$ cat src/rtl/axis_histogram_sequencer.sv
// Run controller for the AXI-Stream histogram accumulator: clear, gated run,
// drain, done; exposes elapsed-cycle and accepted-event counts.
module axis_histogram_sequencer #(
  parameter int AXIS_TDATA_WIDTH = 16,
  parameter int CNTR_WIDTH       = 32,
  parameter int BRAM_ADDR_WIDTH  = 14
) (
  input  logic                        aclk,
  input  logic                        areset,
  input  logic                        cfg_start,
  input  logic                        cfg_stop,
  input  logic [CNTR_WIDTH-1:0]       cfg_time,
  input  logic [CNTR_WIDTH-1:0]       cfg_events,
  output logic [1:0]                  sts_state,
  output logic                        sts_done,
  output logic [CNTR_WIDTH-1:0]       sts_time,
  output logic [CNTR_WIDTH-1:0]       sts_events,
  output logic                        hist_aresetn,
  input  logic [AXIS_TDATA_WIDTH-1:0] s_axis_tdata,
  input  logic                        s_axis_tvalid,
  output logic                        s_axis_tready,
  output logic [AXIS_TDATA_WIDTH-1:0] m_axis_tdata,
  output logic                        m_axis_tvalid,
  input  logic                        m_axis_tready
);

  typedef enum logic [2:0] {
    S_IDLE,
    S_CLEAR,
    S_RUN,
    S_DRAIN,
    S_DONE
  } state_t;

  // Clear runs 2^BRAM_ADDR_WIDTH + 4 cycles: counter values 0 .. CLEAR_LAST.
  localparam logic [BRAM_ADDR_WIDTH:0] CLEAR_LAST =
    (BRAM_ADDR_WIDTH+1)'((2 ** BRAM_ADDR_WIDTH) + 3);

  state_t                    state;
  state_t                    state_nxt;
  logic                      start_q;
  logic                      start_edge;
  logic                      handshake;
  logic                      time_hit;
  logic                      events_hit;
  logic                      run_exit;
  logic [BRAM_ADDR_WIDTH:0]  clear_cnt;
  logic [CNTR_WIDTH-1:0]     time_inc;
  logic [CNTR_WIDTH-1:0]     events_inc;

  assign start_edge = cfg_start & ~start_q;
  assign handshake  = m_axis_tvalid & m_axis_tready;
  assign time_inc   = sts_time + CNTR_WIDTH'(1);
  assign events_inc = sts_events + CNTR_WIDTH'(1);
  assign time_hit   = (cfg_time != '0) && (time_inc == cfg_time);
  assign events_hit = (cfg_events != '0) && handshake && (events_inc == cfg_events);
  assign run_exit   = time_hit | events_hit | cfg_stop;

  assign m_axis_tdata = s_axis_tdata;

  always_ff @(posedge aclk or posedge areset) begin
    if (areset) begin
      state <= S_IDLE;
    end else begin
      state <= state_nxt;
    end
  end

  always_comb begin
    state_nxt = state;
    case (state)
      S_IDLE:  if (start_edge) state_nxt = S_CLEAR;
      S_CLEAR: if (clear_cnt == CLEAR_LAST) state_nxt = S_RUN;
      S_RUN:   if (run_exit) state_nxt = S_DRAIN;
      S_DRAIN: if (m_axis_tready) state_nxt = S_DONE;
      S_DONE:  if (start_edge) state_nxt = S_CLEAR;
      default: state_nxt = S_IDLE;
    endcase
  end

  always_comb begin
    m_axis_tvalid = 1'b0;
    s_axis_tready = 1'b1;
    sts_state     = 2'd0;
    case (state)
      S_IDLE:  sts_state = 2'd0;
      S_CLEAR: sts_state = 2'd1;
      S_RUN: begin
        sts_state     = 2'd2;
        m_axis_tvalid = s_axis_tvalid;
        s_axis_tready = m_axis_tready;
      end
      S_DRAIN: sts_state = 2'd3;
      S_DONE:  sts_state = 2'd3;
      default: sts_state = 2'd0;
    endcase
  end

  always_ff @(posedge aclk or posedge areset) begin
    if (areset) begin
      start_q      <= 1'b0;
      clear_cnt    <= '0;
      sts_done     <= 1'b0;
      sts_time     <= '0;
      sts_events   <= '0;
      hist_aresetn <= 1'b0;
    end else begin
      start_q <= cfg_start;

      // Histogram reset is low for the first two clear cycles only.
      if (((state == S_IDLE) || (state == S_DONE)) && start_edge) begin
        hist_aresetn <= 1'b0;
      end else if ((state == S_CLEAR) && (clear_cnt == '0)) begin
        hist_aresetn <= 1'b0;
      end else begin
        hist_aresetn <= 1'b1;
      end

      case (state)
        S_IDLE, S_DONE: begin
          if (start_edge) begin
            clear_cnt  <= '0;
            sts_done   <= 1'b0;
            sts_time   <= '0;
            sts_events <= '0;
          end
        end
        S_CLEAR: begin
          clear_cnt <= clear_cnt + (BRAM_ADDR_WIDTH+1)'(1);
        end
        S_RUN: begin
          if (sts_time != '1) sts_time <= time_inc;
          if (handshake && (sts_events != '1)) sts_events <= events_inc;
        end
        S_DRAIN: begin
          if (m_axis_tready) sts_done <= 1'b1;
        end
        default: ;
      endcase
    end
  end

endmodule

$ cat config.mk
export PLATFORM = sky130hd
export DESIGN_NAME = axis_histogram_sequencer
export DESIGN_NICKNAME = d
export VERILOG_FILES = /design/src/rtl/axis_histogram_sequencer.sv
export SDC_FILE = /design/constraint.sdc
export NUM_CORES = 1
export LEC_CHECK = 0
export ABC_AREA = 1
export CAP_MARGIN = 20
export CORE_MARGIN = 2
export CORE_UTILIZATION = 45
export CTS_CLUSTER_DIAMETER = 30
export DETAILED_ROUTE_END_ITERATION = 10
export PLACE_DENSITY_LB_ADDON = 0.3
export SYNTH_ARGS = -nofsm -noshare
export SYNTH_HDL_FRONTEND = slang
export SYNTH_SLANG_ARGS = --single-unit
$ cat constraint.sdc
create_clock -name aclk -period 3.7 [get_ports aclk]
set_input_delay 0.74 -clock aclk [delete_from_list [all_inputs] [get_ports aclk]]
set_output_delay 0.74 -clock aclk [all_outputs]
set_load 0.02 [all_outputs]
==> results.cfg, run 1 <==
[status]
run_status = finished, final reports clean

[setup_path]
end_kind = output pin
critPathRequiredTime_ps = 2960
critPathMaxStageDelay_ps = 620
cp_cell_sequence = nor3_2 -> buf_4 -> inv_1 -> nand2_1 -> clkdlybuf4s50_1
timing.critical_path.fanout_max = 20
crit_type = reg -> out
critical_path.startpoint_type = register
cpMaxStageDelayCell = sky130_fd_sc_hd__clkdlybuf4s50_1
worstPathArrival_ps = 2060

[clock_tree]
tritoncts_clock_tree = built
worst_setup_hold_path_clk_slew_ps = 70
clock_latency_at_the_later_pin_of_the_worst_skew_pair_ps = 360
clock_tree.htree_level_count = 3
cts_setup_buffers = 0
cts.sinks = 85
cts-root-to-sink-buffers = 2
cts-resized-gates = 0
hold_buffers = 0
cts_made_buffers = 9
ctsRootBufferMaster = sky130_fd_sc_hd__clkbuf_16

[synth]
ys_seq_area_frac = 0.294
post_synthesis_cells = 1191
synth.most_common_cell = sky130_fd_sc_hd__nand2_1
post-synth-top-area-fraction = 0.294
syn-mean-instance-area_um2 = 6.07
ys.flop_type = sky130_fd_sc_hd__dfrtp_1
number_of_enable_type_register_cells_in_the_synthesized_netlist = 0
number_of_distinct_library_cells_after_synthesis = 41
synth_seq_cells = 85
post-synth-top-area-cell = sky130_fd_sc_hd__dfrtp_1
syn-num-nets = 1281
async_reset_ff_frac = 1.00
ys_top_cells_by_count = 417 x sky130_fd_sc_hd__nand2_1, 171 x sky130_fd_sc_hd__nor2_1, 147 x sky130_fd_sc_hd__inv_1
synth.cell_area_um2 = 7230
synthTopCellsByArea = sky130_fd_sc_hd__dfrtp_1 29%, sky130_fd_sc_hd__nand2_1 22%, sky130_fd_sc_hd__nand3_1 9.2%, sky130_fd_sc_hd__nor2_1 8.9%, sky130_fd_sc_hd__inv_1 7.6%
synth.yosys.warnings = 0

[route]
post-route-drc-count = 0
detailedRoute.firstIterationViolations = 785
drt_first_pass_iters = 7
avg_wl_per_cell_um = 15.3
dr_total_vias = 8225
postRouteWirelength_um = 23600
post_drt_via_cell_ratio = 5.35
ant_nets = 0

[placement]
post-place-cells = 1521
gp_routability_congestion = 0.965
number_of_buffers_inserted_by_port_buffering = 139
hpwl_um = 18300
placement.cell_area_um2 = 8740
post-place-ws_ps = 877

[timing]
maxSlewViolCount = 0
max_freq_ghz = 0.357
finalCriticalPeriod_ps = 2800
pnr_worst_setup_slack_ps = 899
setup_viol_count_final = 0
rsz0062_at_grt = false
totalNegativeSetupSlack_ps = 0
worst-slew-pin-transition_ps = 826
hold_violations_final = 0
max-slew-margin-rel = 0.449
clock_skew_ps = 11.7
post-route-period-util = 0.757

[layout]
seq_area_um2 = 2130
finalInstanceArea_um2 = 9060
layout.nets = 1406
area_growth_syn_to_layout_pct = 25.4
n_antenna_cell = 0
layoutNonFillerInstCount = 1537
multiInputGateArea_um2 = 4330
fillerInstances = 1592
post_route_cells_drive_above_1_share = 0.0522

[pwr]
power.switching_fraction = 0.385
comb_power_share = 0.337
ir_drop_mv = 0.261
leakage_nw = 3.94
power-per-cell-area_nw_per_um2 = 340
netSwitchingPower_mw = 1.19
power.share.sequential = 0.341
clkPwrFrac = 0.321
p_int_mw = 1.89

[global_route]
grt-ovfl-total = 0
grt_first_pass_wirelength_um = 37200
number_of_antenna_violations_at_the_first_check_in_global_routing = 0
global_route.usage.total = 0.280
grt_start_max_net_pins = 44
via_count_of_the_first_global_routing_pass = 7540

[die]
design.core.area_um2 = 15800
die_y_um = 131
top_level_ports = 172
die_footprint_um2 = 17100
floorplan.initialDensity = 0.458
floorplan.rows = 46
die_x_um = 131

[run]
cap_viol_max_count = 0

[hold_path]
hold_class = reg -> reg
## area by class of cell
class	instances	area share
Clock buffer	9	0.0249
Multi-Input combinational cell	924	0.478
Tap cell	216	0.0298
Sequential cell	85	0.235
Clock inverter	7	0.00994
Timing Repair Buffer	146	0.161
Inverter	150	0.0623
## final timing paths
kind | start | end | slack (ps) | cells after the start
max in group asynchronous | areset | sts_time[29]$_DFFE_PP0P_ | 2160 | 3
hold / removal | sts_done$_DFFE_PP0P_ | sts_done$_DFFE_PP0P_ | 490 | 2
setup / recovery | state[1]$_DFFE_PP0P_ | sts_state[0] | 900 | 5
setup reg to reg | sts_time[0]$_DFFE_PP0P_ | state[0]$_DFFE_PP0P_ | 970 | 17
hold reg to reg | sts_done$_DFFE_PP0P_ | sts_done$_DFFE_PP0P_ | 490 | 2
min in group asynchronous | areset | sts_events[5]$_DFFE_PP0P_ | 840 | 2
## state kept, by name, summed over array words and instances (netlist names)
| name | cells |
|---|---|
| sts_done | 1 |
| hist_aresetn | 1 |
| sts_time | 32 |
| sts_events | 32 |
| state | 3 |
| start_q | 1 |
| clear_cnt | 15 |
## critical path: cells and delay by family, from the launching register on
| family | cells | cell delay (ps) |
|---|---|---|
| buf+inv | 3 | 1020 |
| flops | 1 | 440 |
| simple gates | 2 | 260 |
## kinds of logic after synthesis
| logic type | Yosys count | share of synthesized area |
|---|---|---|
| muxes | 1 | 0.00139 |
| xor gates and xnor gates | 13 | 0.0216 |
| and+or+nand+nor | 804 | 0.484 |
| AOI/OAI and AO/OA | 102 | 0.0835 |
| DFF | 85 | 0.294 |
| buffers and inverters | 182 | 0.108 |
| adders and majority gates | 4 | 0.00693 |
## cell usage in the layout, fill, tap and decap left out, types with 2 or more instances in the layout
| cell | count |
|---|---|
| sky130_fd_sc_hd__nand2_1 | 417 |
| sky130_fd_sc_hd__nor2_1 | 171 |
| sky130_fd_sc_hd__inv_1 | 146 |
| sky130_fd_sc_hd__clkdlybuf4s50_1 | 139 |
| sky130_fd_sc_hd__nand3_1 | 133 |
| sky130_fd_sc_hd__dfrtp_1 | 85 |
| sky130_fd_sc_hd__o22ai_1 | 56 |
| sky130_fd_sc_hd__o21ai_0 | 22 |
| sky130_fd_sc_hd__nand3b_1 | 19 |
| sky130_fd_sc_hd__nand2_2 | 12 |
| sky130_fd_sc_hd__nor2_2 | 9 |
| sky130_fd_sc_hd__nand4_1 | 9 |
| sky130_fd_sc_hd__clkbuf_16 | 9 |
| sky130_fd_sc_hd__nor2_4 | 8 |
| sky130_fd_sc_hd__nor3_1 | 7 |
| sky130_fd_sc_hd__o21ai_1 | 7 |
| sky130_fd_sc_hd__a21oi_1 | 6 |
| sky130_fd_sc_hd__xor2_1 | 6 |
| sky130_fd_sc_hd__buf_4 | 6 |
| sky130_fd_sc_hd__nand3_2 | 5 |
| sky130_fd_sc_hd__xnor2_1 | 4 |
| sky130_fd_sc_hd__a22oi_1 | 4 |
| sky130_fd_sc_hd__a31oi_1 | 4 |
| sky130_fd_sc_hd__ha_1 | 4 |
| sky130_fd_sc_hd__nand2_4 | 3 |
| sky130_fd_sc_hd__and2_1 | 3 |
| sky130_fd_sc_hd__inv_8 | 3 |
| sky130_fd_sc_hd__inv_2 | 2 |
| sky130_fd_sc_hd__xnor3_1 | 2 |
| sky130_fd_sc_hd__nor4_1 | 2 |
| sky130_fd_sc_hd__nor3_2 | 2 |
| sky130_fd_sc_hd__inv_6 | 2 |
## power groups by stage
stage / registers, mW / logic, mW / clock network (mW)
global placement: 1.06 / 1.03 / 0
finish: 1.05 / 1.04 / 0.989
detailed placement: 1.06 / 1.03 / 0
global route: 1.06 / 1.14 / 1.04
CTS: 1.05 / 1.04 / 1.01
floorplan: 1.08 / 0.660 / 0
## per-layer routing
layer / part of all wire / wire (µm) / vias to the layer above / track usage
li1: - / - / 4067 / -
met1: 0.43 / 10200 / 3715 / 0.377
met2: 0.46 / 10900 / 390 / 0.462
met3: 0.085 / 2000 / 53 / 0.0480
met4: 0.022 / 524 / 0 / 0.0857
met5: 0 / 0 / - / 0
## stage by stage
step | total power, mW | hold slack [ps] | utilization
2_1_floorplan | 1.74 | 464 | -
3_5_place_dp | 2.10 | 477 | 0.555
5_1_grt | 3.24 | 519 | 0.575
6_report | 3.08 | 485 | 0.575
3_3_place_gp | 2.09 | 471 | 0.555
4_1_cts | 3.09 | 494 | 0.575
Note: power is estimated with default switching activity, not from simulation.
==> run 2, diff against run 1 <==
Clock period 3.7 ns to 2.83 ns, I/O delays scaled along.
==> run 2 against run 1 <==
Sequential power rose by 30%. Flip-flop and latch count did not move. Clock power rose by 41%. Hold slack improved by 27 ps. Clock skew fell by 3.8 ps. Combinational power rose by 41%. Worst setup slack got worse by 650 ps. First-iteration DRC count fell by 9.4%.
==> results.cfg, run 2 (same netlist as run 1, synthesis figures left out) <==
[status]
run_status = finished, final reports clean

[layout]
largestRegisters = sts_events: 32 flops, sts_time: 32 flops, clear_cnt: 15 flops
finalCoreUtilization = 0.581
layout.nets = 1413
n_antenna_cell = 0
post_route_cells_drive_above_1_share = 0.0565
finalInstanceArea_um2 = 9160
layoutNonFillerInstCount = 1543
mostFrequentLayoutCell = sky130_fd_sc_hd__nand2_1
area_growth_syn_to_layout_pct = 26.8
layout.cells.most_common_list = 417 x sky130_fd_sc_hd__nand2_1, 171 x sky130_fd_sc_hd__nor2_1, 146 x sky130_fd_sc_hd__inv_1, 139 x sky130_fd_sc_hd__clkdlybuf4s50_1, 133 x sky130_fd_sc_hd__nand3_1
fillerInstances = 1569

[timing]
max-slew-margin-rel = 0.674
max_freq_ghz = 0.388
totalNegativeSetupSlack_ps = 0
worst-slew-pin-transition_ps = 488
clock_skew_ps = 7.95
post-route-period-util = 0.911
pnr_worst_setup_slack_ps = 253
fin_worst_hold_slack_ps = 513
setup_viol_count_final = 0
rsz0062_at_grt = false
maxSlewViolCount = 0
finalCriticalPeriod_ps = 2580
hold_violations_final = 0

[placement]
hpwl_um = 18400
post-place-ws_ps = 318
number_of_buffers_inserted_by_port_buffering = 139
placement.cell_area_um2 = 8820
post-place-cells = 1528
gp_routability_congestion = 1.01

[global_route]
grtUsageMet1 = 0.384
grt-ovfl-total = 0
global_route.usage.met3 = 0.0415
grt_start_max_net_pins = 44
met2_usage_in_global_routing = 0.461
grt_busiest_layer = met2
via_count_of_the_first_global_routing_pass = 7830
grt_first_pass_wirelength_um = 38100
global_route.usage.total = 0.285
number_of_antenna_violations_at_the_first_check_in_global_routing = 0

[clock_tree]
cts_made_buffers = 9
hold_buffers = 0
cts.sinks = 85
cts-root-to-sink-buffers = 2
cts-resized-gates = 0
ctsRootBufferMaster = sky130_fd_sc_hd__clkbuf_16
cts_setup_buffers = 0
clock_latency_at_the_later_pin_of_the_worst_skew_pair_ps = 350
worst_setup_hold_path_clk_slew_ps = 60
clock_tree.htree_level_count = 3
tritoncts_clock_tree = built

[pwr]
power-per-cell-area_nw_per_um2 = 462
leakage_nw = 3.99
ir_drop_mv = 0.484
fin_total_pwr_mw = 4.23

[route]
avg_wl_per_cell_um = 15.4
postRouteWirelength_um = 23700
drt_first_pass_iters = 5
post_drt_via_cell_ratio = 5.42
ant_nets = 0
post-route-drc-count = 0
dr_total_vias = 8366
detailedRoute.firstIterationViolations = 711

[die]
floorplan.rows = 46
design.core.area_um2 = 15800
die_footprint_um2 = 17100
die_y_um = 131
top_level_ports = 172
floorplan.initialDensity = 0.458
die_x_um = 131

[setup_path]
timing.critical_path.fanout_max = 5
worstPathArrival_ps = 2010
critPathRequiredTime_ps = 2260
crit_type = reg -> out
end_kind = output pin
critical_path.startpoint_type = register

[run]
cap_viol_max_count = 0

[hold_path]
hold_class = reg -> reg
[run 2: cell count changes in the layout (fill, tap and decap cells not counted), moves of 2 or more]
cell	change
sky130_fd_sc_hd__buf_12	+2
sky130_fd_sc_hd__buf_4	+5
sky130_fd_sc_hd__bufinv_16	+2
sky130_fd_sc_hd__inv_6	-2
sky130_fd_sc_hd__inv_8	-3
[run 2: critical path, cell delays in order, from the launching register on]
cell and delay [ps]:
sky130_fd_sc_hd__dfrtp_1 440, sky130_fd_sc_hd__nor2_1 150, sky130_fd_sc_hd__inv_1 80, sky130_fd_sc_hd__o21ai_0 230
sky130_fd_sc_hd__inv_1 90, sky130_fd_sc_hd__nand2_1 70, sky130_fd_sc_hd__clkdlybuf4s50_1 600
[run 2: cell type report]
type                       count  area (µm²)  share of cell area
tap                          216         270              0.0295
clock buffer                   9         225              0.0246
clock inverter                 6         113              0.0123
sequential                    85        2130               0.232
multi-input combinational    924        4330               0.472
timing repair buffer         153        1530               0.167
inverter                     150         564              0.0616
[run 2: path summary, 6_finish.rpt]
check	startpoint	end	depth (start not counted)	slack, ps
min	sts_done$_DFFE_PP0P_	sts_done$_DFFE_PP0P_	2	510
min in group asynchronous	areset	sts_events[5]$_DFFE_PP0P_	2	540
max reg2reg	sts_events[0]$_DFFE_PP0P_	state[0]$_DFFE_PP0P_	18	290
max in group asynchronous	areset	clear_cnt[7]$_DFFE_PP0P_	3	1640
max	state[1]$_DFFE_PP0P_	sts_state[0]	6	250
min reg2reg	sts_done$_DFFE_PP0P_	sts_done$_DFFE_PP0P_	2	510
[run 2: metal layers]
metal | vias to the layer above | part of all wire
met3 | 50 | 0.082
li1 | 4076 | -
met5 | - | 0
met1 | 3851 | 0.43
met4 | 0 | 0.027
met2 | 389 | 0.46
[run 2: power breakdown]
| part | switching (mW) | internal, mW | leakage [nW] |
|---|---|---|---|
| combinational | 0.912 | 0.555 | 2.65 |
| sequential | 0.0786 | 1.30 | 1.17 |
| clock | 0.529 | 0.860 | 0.165 |
==> run 3, diff against run 2 <==
Settings changed: CORE_MARGIN 2 to 3.
==> run 3 against run 2 <==
Hold slack lost 18 ps. Count of clock-buffer cells in the layout increased by 1. Register-to-register slack better by 60 ps. Flip-flop and latch count did not move. Sequential power about the same. First-iteration DRC count fell by 1.4%.
==> results.cfg, run 3 (same netlist as run 1, synthesis figures left out) <==
[layout]
n_antenna_cell = 0
layout.nets = 1417
layout.cells.most_common_list = 417 x sky130_fd_sc_hd__nand2_1, 171 x sky130_fd_sc_hd__nor2_1, 146 x sky130_fd_sc_hd__inv_1, 139 x sky130_fd_sc_hd__clkdlybuf4s50_1, 133 x sky130_fd_sc_hd__nand3_1
layoutNonFillerInstCount = 1543
largestRegisters = sts_events: 32 flops, sts_time: 32 flops, clear_cnt: 15 flops
post_route_cells_drive_above_1_share = 0.0608
mostFrequentLayoutCell = sky130_fd_sc_hd__nand2_1
area_growth_syn_to_layout_pct = 26.3

[pwr]
netSwitchingPower_mw = 1.56
leakage_nw = 3.98
ir_drop_mv = 0.477
p_int_mw = 2.47
power.share.sequential = 0.340
power-per-cell-area_nw_per_um2 = 441
comb_power_share = 0.359
fin_total_pwr_mw = 4.03
power.switching_fraction = 0.387
clkPwrFrac = 0.301

[global_route]
grt_first_pass_wirelength_um = 38600
grt-ovfl-total = 0
number_of_antenna_violations_at_the_first_check_in_global_routing = 0
via_count_of_the_first_global_routing_pass = 7670
global_route.usage.total = 0.270
grt_start_max_net_pins = 57

[die]
floorplan.rows = 45
design.core.area_um2 = 15400
die_y_um = 133
floorplan.initialDensity = 0.468
top_level_ports = 172
die_x_um = 133
die_footprint_um2 = 17600

[setup_path]
critPathRequiredTime_ps = 2260
crit_type = reg -> out
critical_path.startpoint_type = register
timing.critical_path.fanout_max = 7
worstPathArrival_ps = 1990
end_kind = output pin

[route]
post_drt_via_cell_ratio = 5.37
ant_nets = 0
drt_first_pass_iters = 5
dr_total_vias = 8285
postRouteWirelength_um = 23900
avg_wl_per_cell_um = 15.5
detailedRoute.firstIterationViolations = 701
post-route-drc-count = 0

[placement]
gp_routability_congestion = 0.985
hpwl_um = 18800
number_of_buffers_inserted_by_port_buffering = 139
post-place-cells = 1527

[timing]
finalCriticalPeriod_ps = 2560
max_freq_ghz = 0.391
maxSlewViolCount = 0
worst-slew-pin-transition_ps = 440
setup_viol_count_final = 0
hold_violations_final = 0
rsz0062_at_grt = false
post-route-period-util = 0.904
max-slew-margin-rel = 0.704
clock_skew_ps = 7.03
totalNegativeSetupSlack_ps = 0

[hold_path]
hold_class = reg -> reg

[clock_tree]
tritoncts_clock_tree = built
clock_tree.htree_level_count = 3
ctsRootBufferMaster = sky130_fd_sc_hd__clkbuf_16
cts.sinks = 85
cts_made_buffers = 9
hold_buffers = 0
worst_setup_hold_path_clk_slew_ps = 70
cts-root-to-sink-buffers = 2
clock_latency_at_the_later_pin_of_the_worst_skew_pair_ps = 360

[run]
cap_viol_max_count = 0

[status]
run_status = finished, final reports clean
-- run 3: critical path: stages (launching register included) --
cell and delay, ps:
sky130_fd_sc_hd__dfrtp_1 420, sky130_fd_sc_hd__inv_1 100, sky130_fd_sc_hd__nand3_1 270, sky130_fd_sc_hd__inv_1 230
sky130_fd_sc_hd__nand2_1 70, sky130_fd_sc_hd__clkdlybuf4s50_1 540
-- run 3: area by class of cell --
type                            instances  area (µm²)
Timing Repair Buffer                  157        1550
Multi-Input combinational cell        924        4330
Clock inverter                          6        53.8
Fill cell                            1534        6300
Clock buffer                           10         239
Tap cell                              211         264
Sequential cell                        85        2130
Inverter                              150         564
-- run 3: final timing paths --
check / startpoint / endpoint / slack [ps] / depth (start not counted)
worst min register to register: sts_done$_DFFE_PP0P_ / sts_done$_DFFE_PP0P_ / 490 / 2
worst max-delay path: state[0]$_DFFE_PP0P_ / s_axis_tready / 270 / 5
worst max register to register: sts_time[5]$_DFFE_PP0P_ / state[0]$_DFFE_PP0P_ / 350 / 17
worst min-delay path: sts_done$_DFFE_PP0P_ / sts_done$_DFFE_PP0P_ / 490 / 2
max in group asynchronous: areset / sts_time[14]$_DFFE_PP0P_ / 1920 / 3
min in group asynchronous: areset / sts_events[3]$_DFFE_PP0P_ / 590 / 3
-- run 3: power groups by stage --
stage	clock network [mW]	registers (mW)	logic [mW]
2_1_floorplan	0	1.41	0.863
3_3_place_gp	0	1.39	1.41
3_5_place_dp	0	1.39	1.43
4_1_cts	1.23	1.37	1.43
5_1_grt	1.27	1.38	1.59
6_report	1.21	1.37	1.45
-- run 3: metal layers --
metal / wire, µm / GRT usage / share of wire
met4: 683 / 0.0924 / 0.029
met2: 10800 / 0.427 / 0.45
met5: 0 / 0 / 0
met3: 1790 / 0.0555 / 0.075
met1: 10700 / 0.368 / 0.45
-- run 3: timing repair --
action	4_1_cts	5_1_grt
endpoints found under the setup margin	0	2
resized for setup	0	1
setup buffers	0	0
endpoints found under the hold margin	0	0
-- run 3: stage by stage --
step / hold WS, ps / setup WS [ps] / util / area, µm²
finish: 495 / 272 / 0.592 / 9130
global route: 533 / 36.9 / 0.592 / 9130
CTS: 502 / 223 / 0.592 / 9130
detailed placement: 482 / 249 / 0.573 / 8830
global placement: 474 / 305 / 0.573 / 8830
floorplan: 464 / 70.5 / - / 7230
